[src/rtl/mem_sram_ctrl_pkg.sv]
// Shared memory bus types: request/response bundles
// exchanged between cores, the arbiter and memory slaves.
package mem_sram_ctrl_pkg;

  localparam int MEM_AW  = 32;
  localparam int MEM_DW  = 32;
  localparam int MEM_BEW = MEM_DW / 8;

  typedef struct packed {
    logic [MEM_AW-1:0]  addr;
    logic               we;
    logic [MEM_BEW-1:0] be;
    logic [MEM_DW-1:0]  wdata;
  } mreq_t;

  typedef struct packed {
    logic [MEM_DW-1:0] rdata;
  } mresp_t;

  function automatic int imax(input int a, input int b);
    return (a > b) ? a : b;
  endfunction

endpackage

[src/rtl/mem_sram_ctrl.sv]
// Async SRAM controller: one read/write cycle per request, one
// response per request. Ports: clk, rst (async, active-low),
// req_* (valid/ready/bits in), resp_* (valid/ready/bits out),
// sram_* pins (addr, dq_o/dq_oe/dq_i, ce_n/oe_n/we_n, be_n).
module mem_sram_ctrl
  import mem_sram_ctrl_pkg::*;
#(
  parameter int DATA_WIDTH      = 32,
  parameter int ADDR_WIDTH      = 32,
  parameter int SRAM_ADDR_WIDTH = 20,
  parameter int READ_WAIT       = 2,
  parameter int WRITE_WAIT      = 2
) (
  input  logic                       clk,
  input  logic                       rst,
  input  logic                       req_valid,
  output logic                       req_ready,
  input  mreq_t                      req_bits,
  output logic                       resp_valid,
  input  logic                       resp_ready,
  output mresp_t                     resp_bits,
  output logic [SRAM_ADDR_WIDTH-1:0] sram_addr,
  output logic [MEM_DW-1:0]          sram_dq_o,
  output logic                       sram_dq_oe,
  input  logic [MEM_DW-1:0]          sram_dq_i,
  output logic                       sram_ce_n,
  output logic                       sram_oe_n,
  output logic                       sram_we_n,
  output logic [MEM_BEW-1:0]         sram_be_n
);

  localparam int CW = $clog2(imax(READ_WAIT, WRITE_WAIT) + 2);
  localparam int SAW = SRAM_ADDR_WIDTH;

  if (DATA_WIDTH != MEM_DW || ADDR_WIDTH != MEM_AW ||
      SAW + 2 > ADDR_WIDTH || READ_WAIT < 0 ||
      WRITE_WAIT < 1) begin : g_bad_param
    $error("mem_sram_ctrl: unsupported parameters");
  end

  typedef enum logic [2:0] {
    S_IDLE,
    S_READ,
    S_WR_SETUP,
    S_WR_PULSE,
    S_WR_HOLD,
    S_RESP
  } state_e;

  state_e              state_q, state_d;
  logic [CW-1:0]       cnt_q, cnt_d;
  logic [SAW-1:0]      addr_q, addr_d;
  logic [MEM_DW-1:0]   dq_o_q, dq_o_d;
  logic [MEM_DW-1:0]   rdata_q, rdata_d;
  logic [MEM_BEW-1:0]  be_n_q, be_n_d;
  logic                dq_oe_q, dq_oe_d;
  logic                ce_n_q, ce_n_d;
  logic                oe_n_q, oe_n_d;
  logic                we_n_q, we_n_d;
  logic                fire;
  logic                unused_ok;

  // Upper address bits alias; the byte offset is meaningless.
  assign unused_ok = ^req_bits.addr;

  assign req_ready  = rst & (state_q == S_IDLE);
  assign fire       = req_valid & req_ready;
  assign resp_valid = (state_q == S_RESP);
  assign resp_bits  = '{rdata: rdata_q};

  assign sram_addr  = addr_q;
  assign sram_dq_o  = dq_o_q;
  assign sram_dq_oe = dq_oe_q;
  assign sram_ce_n  = ce_n_q;
  assign sram_oe_n  = oe_n_q;
  assign sram_we_n  = we_n_q;
  assign sram_be_n  = be_n_q;

  always_ff @(posedge clk or negedge rst) begin
    if (!rst) begin
      state_q <= S_IDLE;
      cnt_q   <= '0;
      addr_q  <= '0;
      dq_o_q  <= '0;
      rdata_q <= '0;
      be_n_q  <= '1;
      dq_oe_q <= 1'b0;
      ce_n_q  <= 1'b1;
      oe_n_q  <= 1'b1;
      we_n_q  <= 1'b1;
    end else begin
      state_q <= state_d;
      cnt_q   <= cnt_d;
      addr_q  <= addr_d;
      dq_o_q  <= dq_o_d;
      rdata_q <= rdata_d;
      be_n_q  <= be_n_d;
      dq_oe_q <= dq_oe_d;
      ce_n_q  <= ce_n_d;
      oe_n_q  <= oe_n_d;
      we_n_q  <= we_n_d;
    end
  end

  always_comb begin
    state_d = state_q;
    cnt_d   = cnt_q;
    unique case (state_q)
      S_IDLE: begin
        if (fire) begin
          if (req_bits.we) begin
            state_d = S_WR_SETUP;
            cnt_d   = '0;
          end else begin
            state_d = S_READ;
            cnt_d   = CW'(READ_WAIT);
          end
        end
      end
      S_READ: begin
        if (cnt_q == '0) state_d = S_RESP;
        else             cnt_d   = cnt_q - CW'(1);
      end
      S_WR_SETUP: begin
        state_d = S_WR_PULSE;
        cnt_d   = CW'(WRITE_WAIT - 1);
      end
      S_WR_PULSE: begin
        if (cnt_q == '0) state_d = S_WR_HOLD;
        else             cnt_d   = cnt_q - CW'(1);
      end
      S_WR_HOLD: state_d = S_RESP;
      S_RESP: begin
        if (resp_ready) state_d = S_IDLE;
      end
      default: state_d = S_IDLE;
    endcase
  end

  // Pin values are computed for the state being entered so
  // every SRAM output comes straight from a flop.
  always_comb begin
    ce_n_d  = 1'b1;
    oe_n_d  = 1'b1;
    we_n_d  = 1'b1;
    be_n_d  = '1;
    dq_oe_d = 1'b0;
    addr_d  = addr_q;
    dq_o_d  = dq_o_q;
    rdata_d = rdata_q;
    unique case (state_d)
      S_READ: begin
        ce_n_d = 1'b0;
        oe_n_d = 1'b0;
        be_n_d = '0;
      end
      S_WR_SETUP: begin
        ce_n_d  = 1'b0;
        dq_oe_d = 1'b1;
        be_n_d  = ~req_bits.be;
      end
      S_WR_PULSE: begin
        ce_n_d  = 1'b0;
        dq_oe_d = 1'b1;
        be_n_d  = be_n_q;
        we_n_d  = 1'b0;
      end
      S_WR_HOLD: begin
        ce_n_d  = 1'b0;
        dq_oe_d = 1'b1;
        be_n_d  = be_n_q;
      end
      default: ;
    endcase
    // Clearing on accept gives writes their zero response.
    if (fire) begin
      addr_d  = req_bits.addr[SAW+1:2];
      rdata_d = '0;
      if (req_bits.we) dq_o_d = req_bits.wdata;
    end
    if (state_q == S_READ && state_d == S_RESP)
      rdata_d = sram_dq_i;
  end

endmodule

[config.mk]
export PLATFORM = sky130hd
export DESIGN_NAME = mem_sram_ctrl
export DESIGN_NICKNAME = d
export VERILOG_FILES = /design/src/rtl/mem_sram_ctrl_pkg.sv /design/src/rtl/mem_sram_ctrl.sv
export SDC_FILE = /design/constraint.sdc
export NUM_CORES = 1
export LEC_CHECK = 0
export BUFFER_PORTS_ARGS = -buffer_cell sky130_fd_sc_hd__buf_2
export CAP_MARGIN = 20
export CORE_MARGIN = 3
export CORE_UTILIZATION = 48
export CTS_CLUSTER_SIZE = 16
export DETAILED_ROUTE_END_ITERATION = 7
export HOLD_SLACK_MARGIN = 0.03
export PLACE_DENSITY = 0.84
export SYNTH_ARGS = -nofsm -noshare
export SYNTH_HDL_FRONTEND = slang
export SYNTH_SLANG_ARGS = --single-unit
[constraint.sdc]
create_clock -name clk -period 4.45 [get_ports clk]
set_input_delay 0.2225 -clock clk [delete_from_list [all_inputs] [get_ports clk]]
set_output_delay 0.2225 -clock clk [all_outputs]
set_load 0.005 [all_outputs]
==> run_results.csv, run 1 <==
group,metric,value,unit
clock_tree,max-clock-path-buffers,2,
critical_path,slowest_delay,710,ps
final_layout,drive_above_1_share,60.2,%
timing,rsz0062_at_grt,"false",
timing,final-setup-viol-count,0,
pwr,p_leak,0.00267,uW
die,die-area,0.00904,sq mm
drt,wirelength,8.55,mm
final_layout,num_antenna_cells,0,
drt,vias,2746,
global_route,grt_pass1_wl,12.9,mm
timing,slew_viol_final,0,
timing,fin_tns_setup,0,ps
timing,worst_slew_pin_slew,987,ps
logic_synthesis,ys_seq_area_share,64.0,%
logic_synthesis,synth_edf_count,0,
drt,viasPerCell,5.09,
timing,final.min_clock_period,2780,ps
die,core,0.00749,sq mm
drt,drt-pass1-iter-count,4,
critical_path,critPathMaxFanout,54,
job,drv_cap,0,
logic_synthesis,ys.flop_type,"dfrtp_1",
pwr,fin_total_pwr,3530,uW
clock_tree,cts_hold_buf,1,
global_route,grt_overflow,0,
die,die_w,95.1,microns
die,io_pins,199,
critical_path,arrival,3000,ps
clock_tree,clkLatencyLatePin,340,ps
timing,fin_skew,12.0,ps
critical_path,timing.rr.start,"state_q[2]",
die,die_height,95.1,microns
drt,drc,0,
placement,gp_congestion,0.750,
drt,drt-initial-drc-count,73,
timing,hold_viol_final,0,
final_layout,layout.nets,542,
logic_synthesis,ys_async_sr_fraction,100,%
timing,fin_ws,1670,ps
clock_tree,tritoncts,"yes",
clock_tree,cts_sinks,97,
pwr,vdd_drop_max,0.327,mV
pwr,power_density,700,mW/mm^2
critical_path,critPathSlowestCell,"nor2_4",
timing,hold-worst-slack,86.9,ps
global_route,grt_pass1_vias,2668,
run_status,status,"completed",
placement,dp_hpwl,6.41,mm
critical_path,critPathRequiredTime,4670,ps
critical_path,crit_start,"rst",
critical_path,start_kind,"primary input",
clock_tree,ctsResizeCount,0,
global_route,grt_util_all_layers,18.8,%
logic_synthesis,ys_ff_latch,97,
timing,finalCritPeriodShare,62.5,%
logic_synthesis,syn-cell-area,0.00381,sq mm
final_layout,fill_cells,559,
worst_hold_path,hp-start,"req_bits[35]",
critical_path,crit_path_end_kind,"flop",
clock_tree,h-tree-depth,3,
final_layout,syn2layout_area_growth,32.3,%
logic_synthesis,syn_nets,356,
die,rows,31,
die,start_util,50.9,%
clock_tree,clk_pin_slew,80,ps
clock_tree,post-cts-setup-buffers,0,
global_route,antenna_found_initial,0,
final_layout,layout_commonest_cell,"buf_2",
logic_synthesis,synth_cells,250,
logic_synthesis,avgSynthCellArea,15.2,sq um
worst_hold_path,hp-class,"primary input to flop",
placement,io_buffers,186,
global_route,grt_max_degree,55,
drt,antenna_left,0,
final_layout,most-common-layout-cells,"185 x buf_2, 90 x dfrtp_1, 32 x a22o_1",
logic_synthesis,yosysWarnings,0,
placement,place_ws,1800,ps
clock_tree,root_buffer,"clkbuf_8",
critical_path,path_cells,"dlygate4sd3_1 > buf_4 > or4b_4 > nor2_4 > mux2_2",
logic_synthesis,ys_types,36,
critical_path,path_class,"primary input to flop",
timing,slew_headroom,34.2,%
clock_tree,cts_made_buffers,9,
drt,wl_per_cell,15.9,microns
timing,max_freq,359,MHz
[synth_stat cells (3+ instances only)]
library cell	n	area (sq um)
nor2_1	3	11.3
buf_6	5	56.3
nand3b_1	3	22.5
nand2_1	15	56.3
clkbuf_1	7	26.3
mux2_2	31	349
inv_1	3	11.3
o21ai_0	4	20.0
a22o_1	32	280
o221ai_1	3	26.3
dfrtp_1	90	2250
mux2_4	19	285
dfstp_2	7	184
[path summary, 6_finish.rpt]
check / endpoint / slack [ps] / depth (start not counted)
setup / recovery: sram_dq_o[7] / 1670 / 5
setup reg to reg: sram_dq_o[7] / 2050 / 3
max in group asynchronous: resp_bits[1] / 2980 / 3
hold reg to reg: sram_be_n[2] / 470 / 2
hold / removal: sram_be_n[3] / 90 / 2
min in group asynchronous: sram_addr[6] / 430 / 2
[report_power, final]
group          internal (uW)  switching [uW]  leakage (uW)
logic                    770             542       0.00137
clock network            372             278      0.000117
registers               1320             245       0.00118
[cell families (layout without fill, tap and decap cells)]
| kind of cell | Yosys count | in the layout | share of synthesized area, % |
|---|---|---|---|
| DFF | 97 | 97 | 64.0 |
| and+or+nand+nor | 32 | 32 | 4.60 |
| buffers and inverters | 18 | 208 | 2.86 |
| muxes | 53 | 53 | 17.5 |
| adders and majority gates | 1 | 1 | 0.329 |
| AOI/OAI and AO/OA | 49 | 49 | 10.7 |
[per-stage QoR]
stage                     cells  instance area [sq um]  utilization, %
final                       539                   5040            67.3
after detailed placement    522                   4780            63.9
after global routing        539                   5040            67.3
after floorplan             250                   3810               -
after CTS                   538                   5020            67.1
after global placement      522                   4780            63.9
[worst max-delay path: cells and delay by family]
family                 cells  cell delay (ps)
and+or+nand+nor            2             1300
buffers and inverters      2             1040
muxes                      1              420
[metal layers]
metal	GRT usage (%)	wire length, microns	vias to the layer above
met5	0	0	-
met4	5.53	76	0
met3	5.68	787	7
met2	30.6	3960	147
met1	24.4	3730	1301
li1	-	-	1291
[flip-flops by register name, summed over array words and instances, names as in the netlist]
register and flops:
cnt_q 2, sram_be_n 4, sram_we_n 1, state_q 3, sram_oe_n 1, sram_ce_n 1
sram_dq_o 32, sram_dq_oe 1, resp_bits 32, sram_addr 20
[layout make-up]
class / count / area, sq um / share of cell area (%)
clock buffers: 10 / 128 / 2.53
clock inverters: 5 / 104 / 2.06
inverters: 4 / 16.3 / 0.323
multi-input cells: 135 / 1260 / 25.1
flip-flops and latches: 97 / 2440 / 48.3
well taps: 99 / 124 / 2.46
repair buffers: 189 / 966 / 19.2
Power figures use the tool's default switching activity.
==> inputs of run 2 (changes only) <==
Settings changed: CORE_UTILIZATION 48 to 41, PLACE_DENSITY 0.84 to 0.77.
Clock period 4.45 ns to 2.4 ns, I/O delays scaled along.
==> run 2 against run 1 <==
Effect of this change:
- sequential share of layout area down 7.2 points
- critical path type is now flop to flop
- critical endpoint is now resp_bits[3]
- first-iteration DRC count down 23%
- utilization down 0.65 points
==> run_results.csv, run 2 (synthesis results as in run 1) <==
group,metric,value,unit
drt,wl_per_cell,16.0,microns
final_layout,layout_commonest_cell,"buf_2",
final_layout,most-common-layout-cells,"185 x buf_2, 90 x dfrtp_1, 88 x dlygate4sd3_1",
placement,gp_congestion,0.754,
die,die_height,102,microns
drt,drt-pass1-iter-count,4,
drt,drt-initial-drc-count,56,
critical_path,arrival,2250,ps
global_route,grt_pass1_vias,3351,
drt,drc,0,
final_layout,final_area,0.00593,sq mm
timing,fin_skew,12.6,ps
final_layout,layout.nets,633,
pwr,swShare,31.9,%
final_layout,drive_above_1_share,50.8,%
global_route,grt_overflow,0,
die,core,0.00889,sq mm
worst_hold_path,hp-class,"primary input to flop",
critical_path,path_class,"flop to flop",
timing,worst_slew_pin_slew,1010,ps
critical_path,r2r_slack,380,ps
final_layout,syn2layout_area_growth,55.7,%
timing,final.min_clock_period,2020,ps
critical_path,critPathRequiredTime,2630,ps
timing,slew_headroom,33.0,%
timing,fin_tns_setup,0,ps
pwr,p_clk_share,16.4,%
clock_tree,root_buffer,"clkbuf_8",
drt,wirelength,10.2,mm
clock_tree,tritoncts,"yes",
pwr,p_int,4460,uW
pwr,power_density,1110,mW/mm^2
clock_tree,h-tree-depth,3,
die,io_pins,199,
die,die_w,102,microns
clock_tree,clk_pin_slew,90,ps
pwr,power_frac_comb,39.3,%
drt,antenna_left,0,
clock_tree,clkLatencyLatePin,350,ps
timing,hold_viol_final,0,
clock_tree,ctsResizeCount,0,
final_layout,utilization,66.7,%
placement,dp_hpwl,6.35,mm
drt,viasPerCell,4.88,
pwr,p_leak,0.00303,uW
pwr,p_switching,2090,uW
timing,finalCritPeriodShare,84.0,%
drt,vias,3121,
critical_path,critPathMaxFanout,32,
clock_tree,max-clock-path-buffers,2,
final_layout,num_antenna_cells,0,
timing,slew_viol_final,0,
global_route,grt_max_degree,49,
run_status,status,"completed",
timing,final-setup-viol-count,0,
global_route,grt_util_all_layers,20.2,%
clock_tree,cts_made_buffers,9,
placement,io_buffers,186,
die,die-area,0.0105,sq mm
die,rows,34,
pwr,vdd_drop_max,0.524,mV
pwr,p_seq_share,44.3,%
placement,place_area,0.00484,sq mm
global_route,antenna_found_initial,1,
job,drv_cap,0,
timing,rsz0062_at_grt,"false",
critical_path,start_kind,"flop",
timing,max_freq,496,MHz
die,start_util,42.8,%
clock_tree,cts_sinks,97,
critical_path,crit_path_end_kind,"flop",
global_route,grt_pass1_wl,16.4,mm
==> run 2: path summary, 6_finish.rpt <==
check / endpoint / cells past startpoint / startpoint
setup / recovery: resp_bits[3] / 5 / cnt_q[0]
hold / removal: state_q[2] / 4 / resp_ready
setup reg to reg: resp_bits[3] / 5 / cnt_q[0]
hold reg to reg: sram_dq_o[13] / 1 / sram_dq_o[13]
max in group asynchronous: sram_addr[14] / 4 / rst
min in group asynchronous: state_q[2] / 2 / rst
==> run 2: power groups by stage <==
stage          Sequential, uW  Combinational, uW  Clock (uW)
6_report                 2910               2580        1070
5_1_grt                  3010               2860        1180
4_1_cts                  2890               2580        1120
3_5_place_dp             2900               2490           0
3_3_place_gp             2880               2400           0
2_1_floorplan            2920               1340           0
==> run 2: per-stage QoR <==
stage / setup WS (ps) / std cells / hold slack (ps) / power [uW]
6_report: 385 / 640 / 66.7 / 6560
5_1_grt: 204 / 640 / 72.1 / 7060
4_1_cts: 389 / 640 / 37.7 / 6590
3_5_place_dp: 398 / 536 / -58.0 / 5390
3_3_place_gp: 461 / 536 / -60.4 / 5270
2_1_floorplan: 676 / 250 / -176 / 4260
==> run 2: metal layers <==
layer	vias to the layer above	GRT usage, %	share of wire [%]
li1	1471	-	-
met1	1473	25.3	42
met2	152	33.8	48
met3	23	4.78	7.6
met4	2	8.17	2.1
met5	-	0	0.068
==> run 2: critical path, cell delays in order, from the launching register on <==
cell     delay (ps)
dfrtp_1         420
inv_1            70
ha_1            300
nand2_1         120
a211o_1         650
a22o_1          340
==> run 2: final cells by class <==
type,count,area [sq um]
flip-flops and latches,97,2440
repair buffers,280,1870
well taps,108,135
clock inverters,6,75.1
clock buffers,10,128
inverters,4,16.3
fillers,618,2960
multi-input cells,135,1260
==> run 2: timing repair <==
action                                 4_1_cts  5_1_grt
hold buffers                                88        0
setup buffers                                0        0
endpoints found under the hold margin      136        0
==> inputs of run 3 (changes only) <==
Settings changed: ABC_AREA from default to 1, CORE_UTILIZATION 41 to 45, PLACE_DENSITY 0.77 to 0.79.
Clock period 2.4 ns to 2 ns, I/O delays scaled along.
==> run 3 against run 2 <==
Effect of this change:
- sequential cell count is the same
- largest cell class unchanged
- count of clock-buffer cells in the layout up 4
- register-to-register slack better by 20 ps
- highest routed layer unchanged
- via count up 25%
- sequential share of layout area is 0.92 points lower
==> run_results.csv, run 3 <==
group,metric,value,unit
run_status,status,"completed",
clock_tree,root_buffer,"clkbuf_8",
clock_tree,ctsResizeCount,0,
logic_synthesis,ys_async_sr_fraction,100,%
placement,dp_hpwl,6.82,mm
logic_synthesis,synthTopCellsByArea,"dfrtp_1 57%, nand2_1 14%, o21ai_0 7.7%",
die,core,0.00834,sq mm
die,die_height,99.6,microns
die,start_util,47.2,%
global_route,grt_pass1_wl,18.4,mm
timing,slew_headroom,66.6,%
logic_synthesis,avgSynthCellArea,9.00,sq um
final_layout,fill_cells,599,
drt,drt-initial-drc-count,121,
final_layout,seq_area,0.00244,sq mm
timing,final.min_clock_period,1600,ps
timing,fin_skew,23.6,ps
critical_path,critPathMaxFanout,43,
drt,antenna_left,0,
timing,max_freq,625,MHz
timing,slew_viol_final,0,
timing,hold-worst-slack,108,ps
die,rows,33,
logic_synthesis,syn-cell-area,0.00394,sq mm
logic_synthesis,ys_seq_area_share,61.8,%
drt,viasPerCell,4.78,
timing,fin_tns_setup,0,ps
final_layout,syn2layout_area_growth,53.9,%
critical_path,critPathSlowestCell,"dfrtp_1",
timing,final-setup-viol-count,0,
clock_tree,h-tree-depth,3,
logic_synthesis,yosysMostFrequentCell,"nand2_1",
die,die-area,0.00991,sq mm
clock_tree,cts_sinks,97,
pwr,p_leak,0.00335,uW
critical_path,arrival,1850,ps
job,drv_cap,0,
critical_path,path_class,"flop to flop",
final_layout,final_area,0.00606,sq mm
placement,io_buffers,186,
global_route,grt_overflow,0,
logic_synthesis,post-synth-top-area-cell,"dfrtp_1",
drt,wirelength,11.4,mm
global_route,grt_util_all_layers,23.3,%
timing,rsz0062_at_grt,"false",
pwr,power_density,1240,mW/mm^2
timing,fin_ws,400,ps
clock_tree,cts_made_buffers,9,
clock_tree,clk_pin_slew,90,ps
clock_tree,max-clock-path-buffers,2,
global_route,grt_pass1_vias,3970,
drt,drt-pass1-iter-count,4,
critical_path,slowest_delay,470,ps
pwr,vdd_drop_max,0.798,mV
global_route,grt_max_degree,90,
placement,place_area,0.00497,sq mm
logic_synthesis,synth_common_cells,"143 x nand2_1, 90 x dfrtp_1, 61 x o21ai_0, 47 x inv_1, 40 x nand3_1",
final_layout,num_antenna_cells,0,
logic_synthesis,yosysTopAreaCellShare,57.2,%
logic_synthesis,yosysWarnings,0,
final_layout,layout_commonest_cell,"buf_2",
final_layout,drive_above_1_share,31.3,%
final_layout,multi_input_area,0.00120,sq mm
critical_path,path_cells,"nor2_4 > nand4_4 > buf_4 > a21oi_2 > nand3_1 > o21ai_0",
timing,finalCritPeriodShare,80.0,%
die,die_w,99.6,microns
logic_synthesis,synth_edf_count,0,
logic_synthesis,ys_types,25,
logic_synthesis,ys_ff_latch,97,
drt,wl_per_cell,13.9,microns
drt,drc,0,
timing,worst_slew_pin_slew,501,ps
logic_synthesis,ys.flop_type,"dfrtp_1",
global_route,antenna_found_initial,1,
critical_path,crit_path_end_kind,"flop",
logic_synthesis,synth_cells,438,
placement,gp_congestion,0.762,
logic_synthesis,syn_nets,544,
critical_path,critPathRequiredTime,2250,ps
timing,hold_viol_final,0,
worst_hold_path,hp-class,"primary input to flop",
final_layout,most-common-layout-cells,"185 x buf_2, 143 x nand2_1, 90 x dfrtp_1",
critical_path,start_kind,"flop",
clock_tree,clkLatencyLatePin,360,ps
final_layout,layout.nets,814,
die,io_pins,199,
drt,vias,3908,
placement,place_ws,412,ps
clock_tree,tritoncts,"yes",
-- run 3: cell count changes in the layout (fill, tap and decap cells not counted), sizes merged, moves of 6 or more --
cell   previous run  this run
nor2              4        10
nand2            16       144
inv               6        49
a22o             32         0
nand3             2        41
mux2             52         0
o21ai             5        66
-- run 3: worst max-delay path, delay by kind of cell, from the launching register on --
kind | cells | cell delay [ps]
AOI/OAI and AO/OA | 2 | 330
and+or+nand+nor | 3 | 400
buffers and inverters | 1 | 300
DFF | 1 | 470
-- run 3: power by group --
part / switching (uW) / leakage [uW] / internal (uW) / total, uW
Combinational: 1610 / 0.00206 / 1350 / 2960
Sequential: 475 / 0.00121 / 2920 / 3390
Clock: 652 / 0.0000829 / 524 / 1180
Total: 2740 / 0.00335 / 4790 / 7530
-- run 3: per-stage QoR --
step           power (uW)  utilization, %  cells
2_1_floorplan        4810               -    438
3_3_place_gp         6060            59.5    712
3_5_place_dp         6220            59.5    712
4_1_cts              7520            72.4    817
5_1_grt              8120            72.7    818
6_report             7530            72.7    818
-- run 3: final timing paths --
check,from,to,slack [ps],cells past startpoint
setup / recovery,state_q[0],cnt_q[0],400,6
hold / removal,req_bits[36],cnt_q[1],110,4
setup reg to reg,state_q[0],cnt_q[0],400,6
hold reg to reg,sram_addr[2],sram_addr[2],480,2
max in group asynchronous,rst,sram_be_n[2],830,4
min in group asynchronous,rst,resp_bits[9],140,2
-- run 3: timing repair --
action	in CTS	in global routing
endpoints found under the hold margin	96	0
buffers inserted	0	0
hold buffers	89	0
-- run 3: routing by layer --
metal / track usage, % / vias up / wire length (microns)
met4: 11.6 / 2 / 446
li1: - / 1912 / -
met3: 5.33 / 35 / 673
met1: 26.3 / 1814 / 4460
met2: 41.3 / 145 / 5780
met5: 0 / - / 13
-- run 3: cells by family after synthesis --
group                    count (synthesis)  synth area share, %
flip-flops                              97                 61.8
adder cells (fa/ha/maj)                  1                0.318
buffers and inverters                   73                 7.91
AO/OA/AOI/OAI                           69                 9.02
AND/OR/NAND/NOR                        198                 20.9
-- run 3: cell type report --
class                   instances  share of cell area [%]
clock buffers                  14                    2.68
clock inverters                 2                   0.248
inverters                      49                    3.03
multi-input cells             268                    19.9
flip-flops and latches         97                    40.2
well taps                     105                    2.17
repair buffers                283                    31.8
